$ cat src/rtl/seq_divider.sv
// Iterative 32/32 restoring divider: one shift or subtract step per clock, {remainder, quotient} on a 64-bit bus.
// Optional macro DIVIDER_SIGNED_EN selects two's-complement signed division; the default build is unsigned.
module seq_divider (
  input  logic        i_clk,
  input  logic        i_reset,
  input  logic        i_op_start,
  input  logic        i_op_clear,
  input  logic [31:0] i_dividend,
  input  logic [31:0] i_divisor,
  output logic        o_op_done,
  output logic [63:0] o_result
);

  typedef enum logic [2:0] {
    S_IDLE  = 3'd0,
    S_SHIFT = 3'd1,
    S_CALC  = 3'd2,
    S_FIX   = 3'd3,
    S_DONE  = 3'd4
  } state_t;

  state_t      r_state;
  state_t      w_next_state;
  logic [32:0] r_rem;
  logic [31:0] r_quo;
  logic [31:0] r_div;
  logic [4:0]  r_count;
  logic        r_neg_q;
  logic        r_neg_r;
  logic [33:0] w_diff;
  logic [31:0] w_dividend_mag;
  logic [31:0] w_divisor_mag;
  logic        w_dividend_neg;
  logic        w_divisor_neg;

  function automatic logic [31:0] f_abs(input logic [31:0] v);
    f_abs = v[31] ? (32'd0 - v) : v;
  endfunction

`ifdef DIVIDER_SIGNED_EN
  assign w_dividend_mag = f_abs(i_dividend);
  assign w_divisor_mag  = f_abs(i_divisor);
  assign w_dividend_neg = i_dividend[31];
  assign w_divisor_neg  = i_divisor[31];
`else
  assign w_dividend_mag = i_dividend;
  assign w_divisor_mag  = i_divisor;
  assign w_dividend_neg = 1'b0;
  assign w_divisor_neg  = 1'b0;
`endif

  // rem carries a 33rd bit so divisors above 2^31 keep the bit shifted out of rem.
  assign w_diff = {1'b0, r_rem} - {2'b00, r_div};

  // State register: reset, then op_clear, then next state.
  always_ff @(posedge i_clk) begin
    if (i_reset) begin
      r_state <= S_IDLE;
    end else if (i_op_clear) begin
      r_state <= S_IDLE;
    end else begin
      r_state <= w_next_state;
    end
  end

  // Next-state decode.
  always_comb begin
    w_next_state = r_state;
    case (r_state)
      S_IDLE: begin
        if (i_op_start) begin
          w_next_state = (i_divisor == 32'd0) ? S_DONE : S_SHIFT;
        end else begin
          w_next_state = S_IDLE;
        end
      end
      S_SHIFT: w_next_state = S_CALC;
      S_CALC: begin
        if (r_count == 5'd31) begin
          w_next_state = S_FIX;
        end else begin
          w_next_state = S_SHIFT;
        end
      end
      S_FIX:   w_next_state = S_DONE;
      S_DONE:  w_next_state = S_DONE;
      default: w_next_state = S_IDLE;
    endcase
  end

  // Datapath and registered outputs.
  always_ff @(posedge i_clk) begin
    if (i_reset || i_op_clear) begin
      r_rem     <= 33'd0;
      r_quo     <= 32'd0;
      r_div     <= 32'd0;
      r_count   <= 5'd0;
      r_neg_q   <= 1'b0;
      r_neg_r   <= 1'b0;
      o_op_done <= 1'b0;
      o_result  <= 64'd0;
    end else begin
      case (r_state)
        S_IDLE: begin
          o_op_done <= 1'b0;
          if (i_op_start) begin
            r_div   <= w_divisor_mag;
            r_neg_q <= w_dividend_neg ^ w_divisor_neg;
            r_neg_r <= w_dividend_neg;
            r_count <= 5'd0;
            if (i_divisor == 32'd0) begin
              r_rem <= {1'b0, i_dividend};
              r_quo <= 32'hFFFF_FFFF;
            end else begin
              r_rem <= 33'd0;
              r_quo <= w_dividend_mag;
            end
          end
        end
        S_SHIFT: begin
          r_rem <= {r_rem[31:0], r_quo[31]};
          r_quo <= {r_quo[30:0], 1'b0};
        end
        S_CALC: begin
          if (!w_diff[33]) begin
            r_rem    <= w_diff[32:0];
            r_quo[0] <= 1'b1;
          end
          if (r_count != 5'd31) begin
            r_count <= r_count + 5'd1;
          end
        end
        S_FIX: begin
          if (r_neg_q) begin
            r_quo <= 32'd0 - r_quo;
          end
          if (r_neg_r) begin
            r_rem <= {1'b0, 32'd0 - r_rem[31:0]};
          end
        end
        S_DONE: begin
          o_result  <= {r_rem[31:0], r_quo};
          o_op_done <= 1'b1;
        end
        default: begin
          o_op_done <= 1'b0;
        end
      endcase
    end
  end

endmodule

$ cat config.mk
export PLATFORM = sky130hd
export DESIGN_NAME = seq_divider
export DESIGN_NICKNAME = d
export VERILOG_FILES = /design/src/rtl/seq_divider.sv
export SDC_FILE = /design/constraint.sdc
export NUM_CORES = 1
export LEC_CHECK = 0
export ABC_AREA = 1
export CORE_AREA = 2 2 138 140
export CTS_BUF_LIST = sky130_fd_sc_hd__clkbuf_2
export DETAILED_ROUTE_END_ITERATION = 7
export DIE_AREA = 0 0 140 142
export GPL_ROUTABILITY_DRIVEN = 0
export GPL_TIMING_DRIVEN = 0
export MAX_ROUTING_LAYER = met4
export PLACE_DENSITY = 0.78
export SYNTH_ARGS = -nofsm -noshare
export SYNTH_HDL_FRONTEND = slang
export SYNTH_SLANG_ARGS = --single-unit
$ cat constraint.sdc
create_clock -name i_clk -period 2.3 [get_ports i_clk]
set_input_delay 0.46 -clock i_clk [delete_from_list [all_inputs] [get_ports i_clk]]
set_output_delay 0.46 -clock i_clk [all_outputs]
set_load 0.005 [all_outputs]
==> impl_metrics.yaml, run 1 <==
status:
  status: "finished with violations"
  violations: "DRC"
grt:
  grt_max_degree: 19
  antenna_found_initial: 1
  grt_pass1_wl_um: 47590
  grt-ovfl-total: 0
  grt_util_all_layers_pct: 31.13
  grt_pass1_vias: 9453
drt:
  routedWlPerCell_um: 15.87
  dr.pass1.iters: 8
  wl_um: 30580
  vias: 10350
  ant_nets: 0
  first_iter_violations: 870
  drc: 2
  routed_via_density: 5.368
cts:
  htreeDepth: 4
  clk_pin_slew_ns: 0.29
  clk_path_buf_depth: 2
  cts_made_buffers: 17
  worstSkewPairLatency_ns: 0.80
  cts_sinks: 170
  cts_tree: "built"
  cts-root-buf: "clkbuf_2"
power:
  p_total_uw: 6438
  powerDensity_nw_per_um2: 545.4
  peakVddDrop_v: 0.0003089
  p_leak_uw: 0.005365
die:
  coreArea_um2: 18460
  rows: 50
  dieHeight_um: 142
  die_w_um: 140
  start_util_pct: 52.83
  die_area_um2: 19880
  ios: 133
logic_synthesis:
  synth_cell_types: 43
  synth_cells: 1525
  synth_top_area_share_pct: 34.91
  syn_nets: 1628
  ys_ff_latch: 170
  ys_seq_area_share_pct: 34.91
  syn_area_per_cell_um2: 6.393
  synthTopCellsByArea: "dfxtp_1, nand2_1, nor2_1"
  synth_area_leader_cell: "dfxtp_1"
  syn_area_um2: 9749
  yosys_warnings: 0
sta:
  setup_viol: 0
  worst_pin_slew_ns: 0.9441
  hold_viol: 0
  clock_skew_ns: 0.03153
  maxSlewViolCount: 0
  timing.final.crit_period_ns: 2.248
  period_share_pct: 97.76
  whs_ns: 0.2723
  max_freq_mhz: 444.8
  relSlewSlack_pct: 37.06
placed_design:
  postPlaceCellArea_um2: 11360
  dp_cells: 1891
  io_buffers: 132
  dp_hpwl_um: 23660
cells_and_area:
  final_core_util_pct: 63.97
  design_area_um2: 11810
  layout.nets: 1782
  most-common-layout-cells: "nand2_1, nor2_1, inv_1"
  drive_gt1_share_pct: 7.506
  finalNonFillerCells: 1927
  syn2layout_area_growth_pct: 21.09
  layout_commonest_cell: "nand2_1"
critical_path:
  crit_path_cell_trace: "clkdlybuf4s50_1"
  cpLargestDelayFamily: "buffers and inverters"
  arrival_ns: 1.79
  worstSetupEndpointType: "primary output"
  crit_buf_inv: 1
  critical-path-slowest-cell: "clkdlybuf4s50_1"
  startpoint: "o_result[49]$_SDFFE_PP0P_"
  critical_path_required_ns: 1.84
  crit_fanout: 2
  startpoint_type: "register"
  crit_type: "register to primary output"
  rr_startpoint: "r_div[2]$_SDFFE_PP0P_"
  cpPeakStageDelay_ns: 0.53
run:
  cap_viol_max_count: 0
worst_hold_path:
  hold_class: "input port to register"
  hp-start: "i_divisor[4]"
worst paths after layout:
path / to / slack, ns / depth (start not counted)
max: o_result[49] / 0.05 / 1
min: r_div[4]$_SDFFE_PP0P_ / 0.27 / 3
max reg2reg: r_rem[15]$_SDFFE_PP0P_ / 0.10 / 14
min reg2reg: r_div[14]$_SDFFE_PP0P_ / 0.48 / 2
cells in the mapped netlist:
master / count
o21bai_1: 1
inv_2: 3
a21o_1: 1
nor2_4: 1
a21boi_0: 1
o32ai_1: 31
fa_1: 1
clkinv_1: 2
nand3_1: 60
a21oi_2: 2
nor2_1: 276
nor2_2: 2
buf_12: 2
dfxtp_1: 170
and2_1: 8
clkbuf_1: 49
ha_1: 34
or2_2: 4
nand3b_1: 4
a21oi_1: 114
buf_6: 6
nor3_1: 7
o21a_1: 1
nand2_1: 338
nand2_2: 8
nand4_1: 3
o211ai_1: 4
a22oi_1: 1
buf_1: 3
nor4_1: 1
o21ai_0: 146
xor2_1: 1
o21ai_1: 1
clkbuf_8: 1
nand3_2: 4
inv_1: 189
a31oi_1: 22
buf_2: 14
clkinv_8: 1
nor3_2: 1
xnor2_1: 4
nand2_4: 2
a32oi_1: 1
routing by layer:
metal	global-route usage [%]	part of all wire [%]	vias to the layer above
li1	-	-	5199
met1	41.39	44	4654
met2	48.72	44	423
met3	4.610	8.2	69
met4	11.11	3.1	0
met5	-	0	-
layout make-up:
type	count	area, µm²
fill	1723	6650
multi-input combinational	1085	5374
sequential	170	3417
timing repair buffer	135	1344
inverter	195	744.5
buffer	75	395.4
tap	234	292.8
clock inverter	14	145.1
clock buffer	18	90.09
antenna	1	2.502
logic make-up (layout without fill, tap and decap cells):
| family | Yosys count | after routing | share of synthesized area, % |
|---|---|---|---|
| AND/OR/NAND/NOR | 719 | 719 | 29.92 |
| XOR/XNOR | 5 | 5 | 0.4492 |
| adder cells (fa/ha/maj) | 35 | 35 | 4.569 |
| buffers and inverters | 270 | 437 | 11.60 |
| AO/OA/AOI/OAI | 326 | 326 | 18.56 |
| flip-flops | 170 | 170 | 34.91 |
| other | 0 | 1 | 0 |
flip-flops by register name (all words and copies together) (netlist names):
name / flops
r_div: 32
r_count: 5
r_state: 3
o_op_done: 1
o_result: 64
r_rem: 33
r_quo: 32
where the power goes:
group / switching (µW) / leakage, µW / internal (µW) / total, µW
sequential: 62.8 / 0.00139 / 3040 / 3100
combinational: 1090 / 0.00384 / 616 / 1710
clock: 1270 / 0.000142 / 364 / 1630
total: 2420 / 0.00537 / 4020 / 6440
what timing repair did:
action                                  CTS  global route
endpoints found under the setup margin    7            26
hold buffers                              0             0
hold endpoints to repair                  0             0
gates cloned                              0             0
gates resized for setup                   5            41
setup buffers                             1             2
pin swaps                                 1             2
stage by stage:
stage | worst slack, ns | TNS [ns]
floorplan | 0.3869 | 0
global placement | -0.4558 | -34.25
detailed placement | -0.4666 | -36.61
CTS | 0.009837 | 0
global route | -0.08400 | -0.2917
finish | 0.05157 | 0
Power figures use the tool's default switching activity.
==> run 2: changes to the inputs <==
--- a/config.mk
+++ b/config.mk
@@ -7,4 +7,5 @@
 export LEC_CHECK = 0
 export ABC_AREA = 1
+export CAP_MARGIN = 20
 export CORE_AREA = 2 2 138 140
 export CTS_BUF_LIST = sky130_fd_sc_hd__clkbuf_2
==> constraint.sdc (replaced) <==
create_clock -name i_clk -period 2.3 [get_ports i_clk]
set_input_delay 0.23 -clock i_clk [delete_from_list [all_inputs] [get_ports i_clk]]
set_output_delay 0.23 -clock i_clk [all_outputs]
set_load 0.005 [all_outputs]
==> run 2 against run 1 <==
  * Fmax increased by 2.6%
  * Non-clock buffer count increased by 4
  * Critical endpoint is now r_rem[15]$_SDFFE_PP0P_
  * Sequential share of layout area decreased by 0.13 points
  * Via count increased by 0.84%
  * The run still ends with DRC left
  * Total power about the same
  * Final cell count increased by 0.21%
  * Largest power group unchanged
  * Combinational power about the same
  * Register-to-register slack about the same
==> impl_metrics.yaml, run 2 (synthesis results as in run 1) <==
cts:
  htreeDepth: 4
  cts_made_buffers: 17
  clk_pin_slew_ns: 0.30
  clk_path_buf_depth: 2
  worstSkewPairLatency_ns: 0.80
  cts_tree: "built"
  cts-root-buf: "clkbuf_2"
  cts_sinks: 170
sta:
  clock_skew_ns: 0.03539
  max_freq_mhz: 456.5
  hold_viol: 0
  setup_viol: 0
  period_share_pct: 95.25
  timing.final.crit_period_ns: 2.191
  maxSlewViolCount: 0
  worst_pin_slew_ns: 0.9008
  finalSetupTns_ns: 0
  relSlewSlack_pct: 39.95
die:
  dieHeight_um: 142
  start_util_pct: 52.83
  ios: 133
  die_area_um2: 19880
  die_w_um: 140
  rows: 50
  coreArea_um2: 18460
power:
  powerDensity_nw_per_um2: 544.0
  peakVddDrop_v: 0.0003047
  p_leak_uw: 0.005380
  p_total_uw: 6441
cells_and_area:
  n_fill_cell: 1717
  most-common-layout-cells: "nand2_1, nor2_1, inv_1"
  layout_commonest_cell: "nand2_1"
  largest_register: "o_result"
  reg.largest.list: "o_result x64, r_rem x33"
  layout.nets: 1786
  syn2layout_area_growth_pct: 21.45
  regArea_um2: 3412
  drive_gt1_share_pct: 7.252
  multi_input_area_um2: 5374
  largest_reg_flops: 64
critical_path:
  cpPeakStageDelay_ns: 0.38
  reg2regPathDepth: 14
  critical-path-slowest-cell: "dfxtp_2"
  crit_top_cell: "nand2_1"
  worstSetupEndpointType: "register"
  rr_startpoint: "r_div[2]$_SDFFE_PP0P_"
  crit_type: "register to register"
  critical_path_required_ns: 3.01
  arrival_ns: 2.90
  startpoint_type: "register"
  cpLargestDelayFamily: "simple AND/OR/NAND/NOR gates"
  r2r_slack_ns: 0.11
  crit_path_cell_trace: "inv_1 > ha_1 > buf_6 > a21oi_1 > nand2_2 > nand2_1 > nand2_1 > nand2_1 > nand2_1 > or2_2 > nand3_1 > nand2_1 > nor2_1 > nor2_1"
  r2r_end: "r_rem[15]$_SDFFE_PP0P_"
  crit_fanout: 8
  crit_buf_inv: 2
placed_design:
  dp_hpwl_um: 23660
  io_buffers: 132
worst_hold_path:
  hp-start: "i_divisor[2]"
  min_to: "r_div[2]$_SDFFE_PP0P_"
  hold_depth: 3
  hold_class: "input port to register"
status:
  status: "finished with violations"
  violations: "DRC"
grt:
  grt_pass1_vias: 9453
  grt_util_all_layers_pct: 31.13
  grt_pass1_wl_um: 47590
  antenna_found_initial: 1
  grt-ovfl-total: 0
  grt_max_degree: 19
drt:
  routed_via_density: 5.402
  drc: 3
  wl_um: 30550
  routedWlPerCell_um: 15.82
  first_iter_violations: 850
  ant_nets: 0
  vias: 10430
  dr.pass1.iters: 8
run:
  cap_viol_max_count: 0
[run 2: cell count changes in the layout (fill, tap and decap cells not counted)]
| cell | previous run | this run |
|---|---|---|
| dfxtp_1 | 159 | 163 |
| dfxtp_2 | 11 | 7 |
| dlygate4sd3_1 | 0 | 4 |
[run 2: final cells by class]
class / instances / share of cell area, %
multi-input cells: 1085 / 45.39
flip-flops and latches: 170 / 28.82
repair buffers: 139 / 11.69
inverters: 195 / 6.288
plain buffers: 75 / 3.339
well taps: 234 / 2.473
clock inverters: 14 / 1.226
clock buffers: 18 / 0.7609
diodes: 1 / 0.02113
[run 2: worst register-to-register path, stage by stage, from the launching register on]
cell     delay (ns)
dfxtp_2        0.38
inv_1          0.05
ha_1           0.28
buf_6          0.14
a21oi_1        0.20
nand2_2        0.12
nand2_1        0.09
nand2_1        0.13
nand2_1        0.09
nand2_1        0.08
or2_2          0.28
nand3_1        0.09
nand2_1        0.06
nor2_1         0.08
nor2_1         0.05
[run 2: timing repair]
item,4_1_cts,5_1_grt
buffers inserted,1,2
hold buffers,0,4
setup endpoints to repair,7,22
endpoints found under the hold margin,0,4
gates resized for setup,5,37
pin swaps,1,2
gates cloned,0,0
[run 2: through the flow]
stage / hold slack [ns] / utilization, % / setup slack (ns) / cell area (µm²) / instances
3_3_place_gp: 0.4457 / 61.57 / -0.2258 / 11360 / 1891
6_report: 0.04332 / 64.16 / 0.1093 / 11840 / 1931
3_5_place_dp: 0.4545 / 61.57 / -0.2366 / 11360 / 1891
2_1_floorplan: 0.3731 / - / 0.3869 / 9749 / 1525
4_1_cts: 0.01763 / 62.96 / 0.009837 / 11620 / 1924
5_1_grt: 0.02008 / 64.16 / -0.08400 / 11840 / 1931
[run 2: worst max path at each step]
stage / from / end / slack (ns) / depth (start not counted)
CTS: r_rem[0]$_SDFFE_PP0P_ / r_rem[24]$_SDFFE_PP0P_ / 0.01 / 15
finish: r_div[2]$_SDFFE_PP0P_ / r_rem[15]$_SDFFE_PP0P_ / 0.11 / 14
global placement: i_divisor[0] / r_rem[29]$_SDFFE_PP0P_ / -0.23 / 12
detailed placement: i_divisor[0] / r_rem[29]$_SDFFE_PP0P_ / -0.24 / 12
floorplan: r_rem[0]$_SDFFE_PP0P_ / r_rem[14]$_SDFFE_PP0P_ / 0.39 / 13
global route: r_div[2]$_SDFFE_PP0P_ / r_rem[31]$_SDFFE_PP0P_ / -0.08 / 16
[run 2: metal layers]
layer,global-route usage [%],share of wire [%],vias up
met4,11.11,3.3,0
met3,4.610,7.8,69
met5,-,0,-
li1,-,-,5214
met2,48.72,44,453
met1,41.39,45,4696
[run 2: power by group]
part	internal, µW	switching (µW)	total (µW)
combinational	621	1090	1710
clock	364	1270	1630
sequential	3040	62.4	3100
==> run 3: changes to the inputs <==
Settings changed: CTS_CLUSTER_DIAMETER set to 80.
==> results of run 3 <==
The final DEF is identical to that of run 2; final timing and power are the same.
==> RTL change 1, RTL diff (flow settings as in run 2) <==
Encoding of `state_t`: now Gray code (3 bits for 5 states).
--- a/src/rtl/seq_divider.sv
+++ b/src/rtl/seq_divider.sv
@@ -14,7 +14,7 @@
   typedef enum logic [2:0] {
-    S_IDLE  = 3'd0,
-    S_SHIFT = 3'd1,
-    S_CALC  = 3'd2,
-    S_FIX   = 3'd3,
-    S_DONE  = 3'd4
+    S_IDLE  = 3'b000,
+    S_SHIFT = 3'b001,
+    S_CALC  = 3'b011,
+    S_FIX   = 3'b010,
+    S_DONE  = 3'b110
   } state_t;
Check against the original RTL: same outputs for any inputs over 10 cycles, from zero or initial values; not proved beyond that.
==> RTL change 1 against run 2 <==
The run still ends with design-rule violations left; count of clock-buffer cells in the layout fell by 1; area after synthesis rose by 2.6%; highest routed layer unchanged; sequential cell count did not move; setup slack got worse by 0.092 ns; power increased by 2.7%; design area grew 5.1%; wire length is 4.8% higher; via count is 6.2% higher; sequential share of layout area decreased by 1.2 points.
==> RTL change 1: results (changes against run 2) <==
[status]
status=finished with violations
failed_checks=design-rule violations

[hold_path]
holdPathEnd=r_div[11]$_SDFFE_PP0P_
min-delay-start=i_divisor[11]

[pwr]
vdd_drop_max_mv=0.319  ; +4.7%
comb_power_share_pct=28.5  ; +2.0 points
pwr-share-clk_pct=24.3  ; -1.0 points
p_sw_share_pct=38.1  ; +0.54 points
power_density_nw_per_um2=532  ; -2.2%

[routing]
met2_length_um=15000  ; +11%
drt-met1-wl_um=12900  ; -5.7%
drc=14  ; +11
wl_met3_um=2910  ; +22%
viasPerCell=5.50  ; +1.7%
dr_total_vias=11100  ; +6.2%
drt_iter0_drc=1134  ; +33%

[sta]
clock_skew_ns=0.0464  ; +0.0110 ns
fin_ws_ns=0.0169  ; -0.0924 ns
slew_headroom_pct=41.8  ; +1.9 points
holdWs_ns=0.0102  ; -0.0331 ns

[place]
place_ws_ns=-0.458  ; -0.222 ns
placed_cell_area_um2=11600  ; +2.3%
dp.cells=1965  ; +3.9%
hpwl_um=24400  ; +3.1%

[clocking]
ctsResizeCount=9  ; +4
cts_setup_buffers=0  ; -1

[worst_setup_path]
cpPeakStageDelay_ns=0.54  ; +0.16 ns
worstReg2RegEnd=r_rem[0]$_SDFFE_PP0P_
crit_slowest_cell=dfxtp_1
reg2reg_from=r_rem[8]$_SDFFE_PP0P_
cp.arrival_ns=3.02  ; +0.12 ns

[synthesis]
synth_commonest_cells=418 x nand2_1, 233 x inv_1, 203 x nor2_1, 170 x dfxtp_1, 135 x nand3_1
synth_compound_area_share_pct=13.6  ; -5.0 points
synth_nets=1702  ; +4.5%
synth_area_per_cell_um2=6.26  ; -2.1%
synth_xor_area_share_pct=0.263  ; -0.19 points
ys_seq_area_share_pct=34.0  ; -0.89 points
synthAdderAreaFrac_pct=4.45  ; -0.12 points
synth_cell_type_count=41  ; -4.7%

[layout]
fillCellCount=1642  ; -4.4%
nets=1870  ; +4.7%
layout-drive-gt1-share_pct=10.2  ; +3.0 points

[global_routing]
grt_pass1_vias=9793  ; +3.6%
groute.layer.met2.usage_pct=53.5  ; +4.7 points
use_met1_pct=39.8  ; -1.6 points
use_met3_pct=4.64  ; +0.034 points

## RTL change 1: cell count changes in the layout (fill, tap and decap cells not counted), moves of 30 or more
cell,before,now
inv_1,187,232
nand2_1,333,408
nand3_1,53,131
nor2_1,270,192
o2111ai_1,0,30
o21ai_0,145,47
o32ai_1,31,0
or2_2,4,34
## RTL change 1: final cells by class
class	count	share of cell area [%]
Multi-Input combinational cell	1118	46.2
Sequential cell	170	27.6
Timing Repair Buffer	148	12.0
Inverter	236	7.14
Buffer	76	2.77
Tap cell	234	2.35
Clock inverter	15	1.21
Clock buffer	17	0.684
Antenna cell	1	0.0201
## RTL change 1: worst register-to-register path, stage by stage, from the launching register on
cell and delay [ns]:
dfxtp_1 0.54, ha_4 0.26, nand2_1 0.09, inv_1 0.06, nand2_1 0.07, nand2_1 0.08
inv_1 0.07, nand3_2 0.12, nand2_2 0.10, nand2_2 0.06, nand2_2 0.09, nand2_4 0.11
nand2_8 0.16, clkbuf_16 0.18, o21ai_1 0.06, nor2_1 0.16
==> RTL change 2, RTL diff (settings of run 2) <==
Made on the original files. Reset style: asynchronous (`i_reset`), changed in one clocked block.
--- a/src/rtl/seq_divider.sv
+++ b/src/rtl/seq_divider.sv
@@ -55,3 +55,3 @@
   // State register: reset, then op_clear, then next state.
-  always_ff @(posedge i_clk) begin
+  always_ff @(posedge i_clk or posedge i_reset) begin
     if (i_reset) begin
Formal check against the unedited RTL: no difference found for any inputs over 10 cycles, from zero or initial values and one cycle with i_reset high; that may be too few to reach the edited logic, so the function may still have changed.
==> RTL change 2 against run 2 <==
The flow still finishes with violations (design-rule violations); via count is 0.86% higher; utilization is 0.48 points lower; setup slack worse by 0.024 ns; area after synthesis is 0.53% lower; non-clock buffer count is 5 lower; maximum frequency is 1.1% lower; clock skew is 0.0089 ns lower; critical path type unchanged; sequential cell count stayed put; design area is 0.75% lower; critical endpoint is now r_rem[24]$_SDFFE_PP0P_; highest routed layer unchanged; wire length is 1.3% higher.
Power is not compared: it rests on default switching activity, and its combinational part moved more than twofold at a synthesized area within 25%.
==> RTL change 2: results (changes against run 2) <==
[status]
status=finished with violations
failed_checks=design-rule violations

[global_routing]
grt_usage_pct=31.9  ; +0.75 points
grt_pass1_wl_um=48700  ; +2.4%
grt_pass1_vias=9695  ; +2.6%

[synthesis]
synth_cells=1527  ; +0.13%
synth.area.top_cells=dfxtp_1 34%, nand2_1 13%, nor2_1 11%, o21ai_0 7.2%, inv_1 7.2%
synth_nets=1630  ; +0.12%
synth_commonest_cells=338 x nand2_1, 278 x nor2_1, 185 x inv_1, 167 x dfxtp_1, 139 x o21ai_0
postSynth.asyncResetShare_pct=1.76  ; +1.8 points
ys.warnings.count=0  ; unchanged
ys_seq_area_share_pct=35.2  ; +0.34 points
synth_cell_type_count=41  ; -4.7%

[routing]
drt-total-wl_um=30900  ; +1.3%
drc=1  ; -2
drt_iter0_drc=1010  ; +19%
viasPerCell=5.45  ; +0.91%
wire_per_inst_um=16.0  ; +1.3%

[layout]
reg_top3=o_result x64, r_rem x33
layout-drive-gt1-share_pct=7.49  ; +0.24 points
nets=1785  ; -0.056%

[worst_setup_path]
path_max_fanout=4  ; -4
reg2reg_depth=15  ; +1
cp.arrival_ns=2.96  ; +0.06 ns

[sta]
clock_skew_ns=0.0264  ; -0.00895 ns
worstMarginPinSlew_ns=0.705  ; -0.196 ns

[place]
dp.cells=1893  ; +0.11%
hpwl_um=24300  ; +2.7%
port-buffer-count=132  ; unchanged
placed_cell_area_um2=11300  ; -0.45%

[pwr]
p_sw_share_pct=47.9
vdd_drop_max_mv=0.404

[hold_path]
hold_path_depth=3  ; unchanged

[clocking]
cts.reportedPaths.clkPinSlew_ns=0.28  ; -0.02 ns

[RTL change 2: per-stage QoR]
step / worst slack, ns / util [%] / power, mW
floorplan: 0.380 / - / 6.80
global placement: -0.131 / 61.3 / 8.02
detailed placement: -0.196 / 61.3 / 8.10
CTS: 0.0245 / 62.7 / 9.68
global route: -0.00263 / 63.7 / 10.8
finish: 0.0852 / 63.7 / 10.0
[RTL change 2: repair_timing]
item | in CTS | in global routing
endpoints found under the setup margin | 8 | 33
pin swaps | 0 | 3
resized for setup | 2 | 46
setup buffers | 0 | 3
hold endpoints to repair | 3 | 0
hold buffers | 1 | 0
[RTL change 2: kinds of logic (layout without fill, tap and decap cells)]
| family | count (synthesis) | in the layout | share of synthesized area [%] |
|---|---|---|---|
| buf+inv | 265 | 433 | 10.7 |
| xor+xnor | 6 | 6 | 0.542 |
| other cells | 0 | 1 | 0 |
| compound gates | 320 | 320 | 18.3 |
| fa+ha+maj | 35 | 35 | 4.59 |
| flops | 170 | 170 | 35.2 |
| simple gates | 731 | 731 | 30.6 |
[RTL change 2: worst max-delay path: stages, from the launching register on]
cell      delay (ns)
dfxtp_2         0.39
inv_2           0.07
ha_2            0.19
inv_2           0.06
fa_2            0.41
nand3_2         0.08
nand3_2         0.11
nand2_1         0.10
nand2_2         0.08
nand3_1         0.08
nand3b_1        0.14
nand2_1         0.10
nand2_1         0.06
nor2_2          0.16
nor2_1          0.05
nor2_1          0.09
[RTL change 2: worst paths after layout]
| kind | startpoint | end | slack, ns |
|---|---|---|---|
| worst min-delay path | i_divisor[0] | r_div[0]$_SDFFE_PP0P_ | 0.07 |
| worst max-delay path | r_rem[0]$_SDFFE_PP0P_ | r_rem[24]$_SDFFE_PP0P_ | 0.09 |
| worst min register to register | r_div[13]$_SDFFE_PP0P_ | r_div[13]$_SDFFE_PP0P_ | 0.48 |
| min in group asynchronous | i_reset | r_state[2]$_DFF_PP0_ | 0.21 |
| worst max register to register | r_rem[0]$_SDFFE_PP0P_ | r_rem[24]$_SDFFE_PP0P_ | 0.09 |
| max in group asynchronous | i_reset | r_state[1]$_DFF_PP0_ | 1.96 |
[RTL change 2: area by class of cell]
| cell class | count | area [um^2] |
|---|---|---|
| clock buffers | 17 | 85.1 |
| flip-flops and latches | 170 | 3430 |
| multi-input cells | 1092 | 5380 |
| fillers | 1750 | 6700 |
| clock inverters | 15 | 155 |
| repair buffers | 136 | 1350 |
| plain buffers | 73 | 332 |
| inverters | 192 | 721 |
| diodes | 1 | 2.50 |
| well taps | 234 | 293 |
[RTL change 2: routing by layer]
layer / track usage, % / routed length (um)
met5: - / 0
met4: 12.4 / 1290
met3: 5.42 / 2360
met2: 50.9 / 13700
met1: 40.8 / 13600
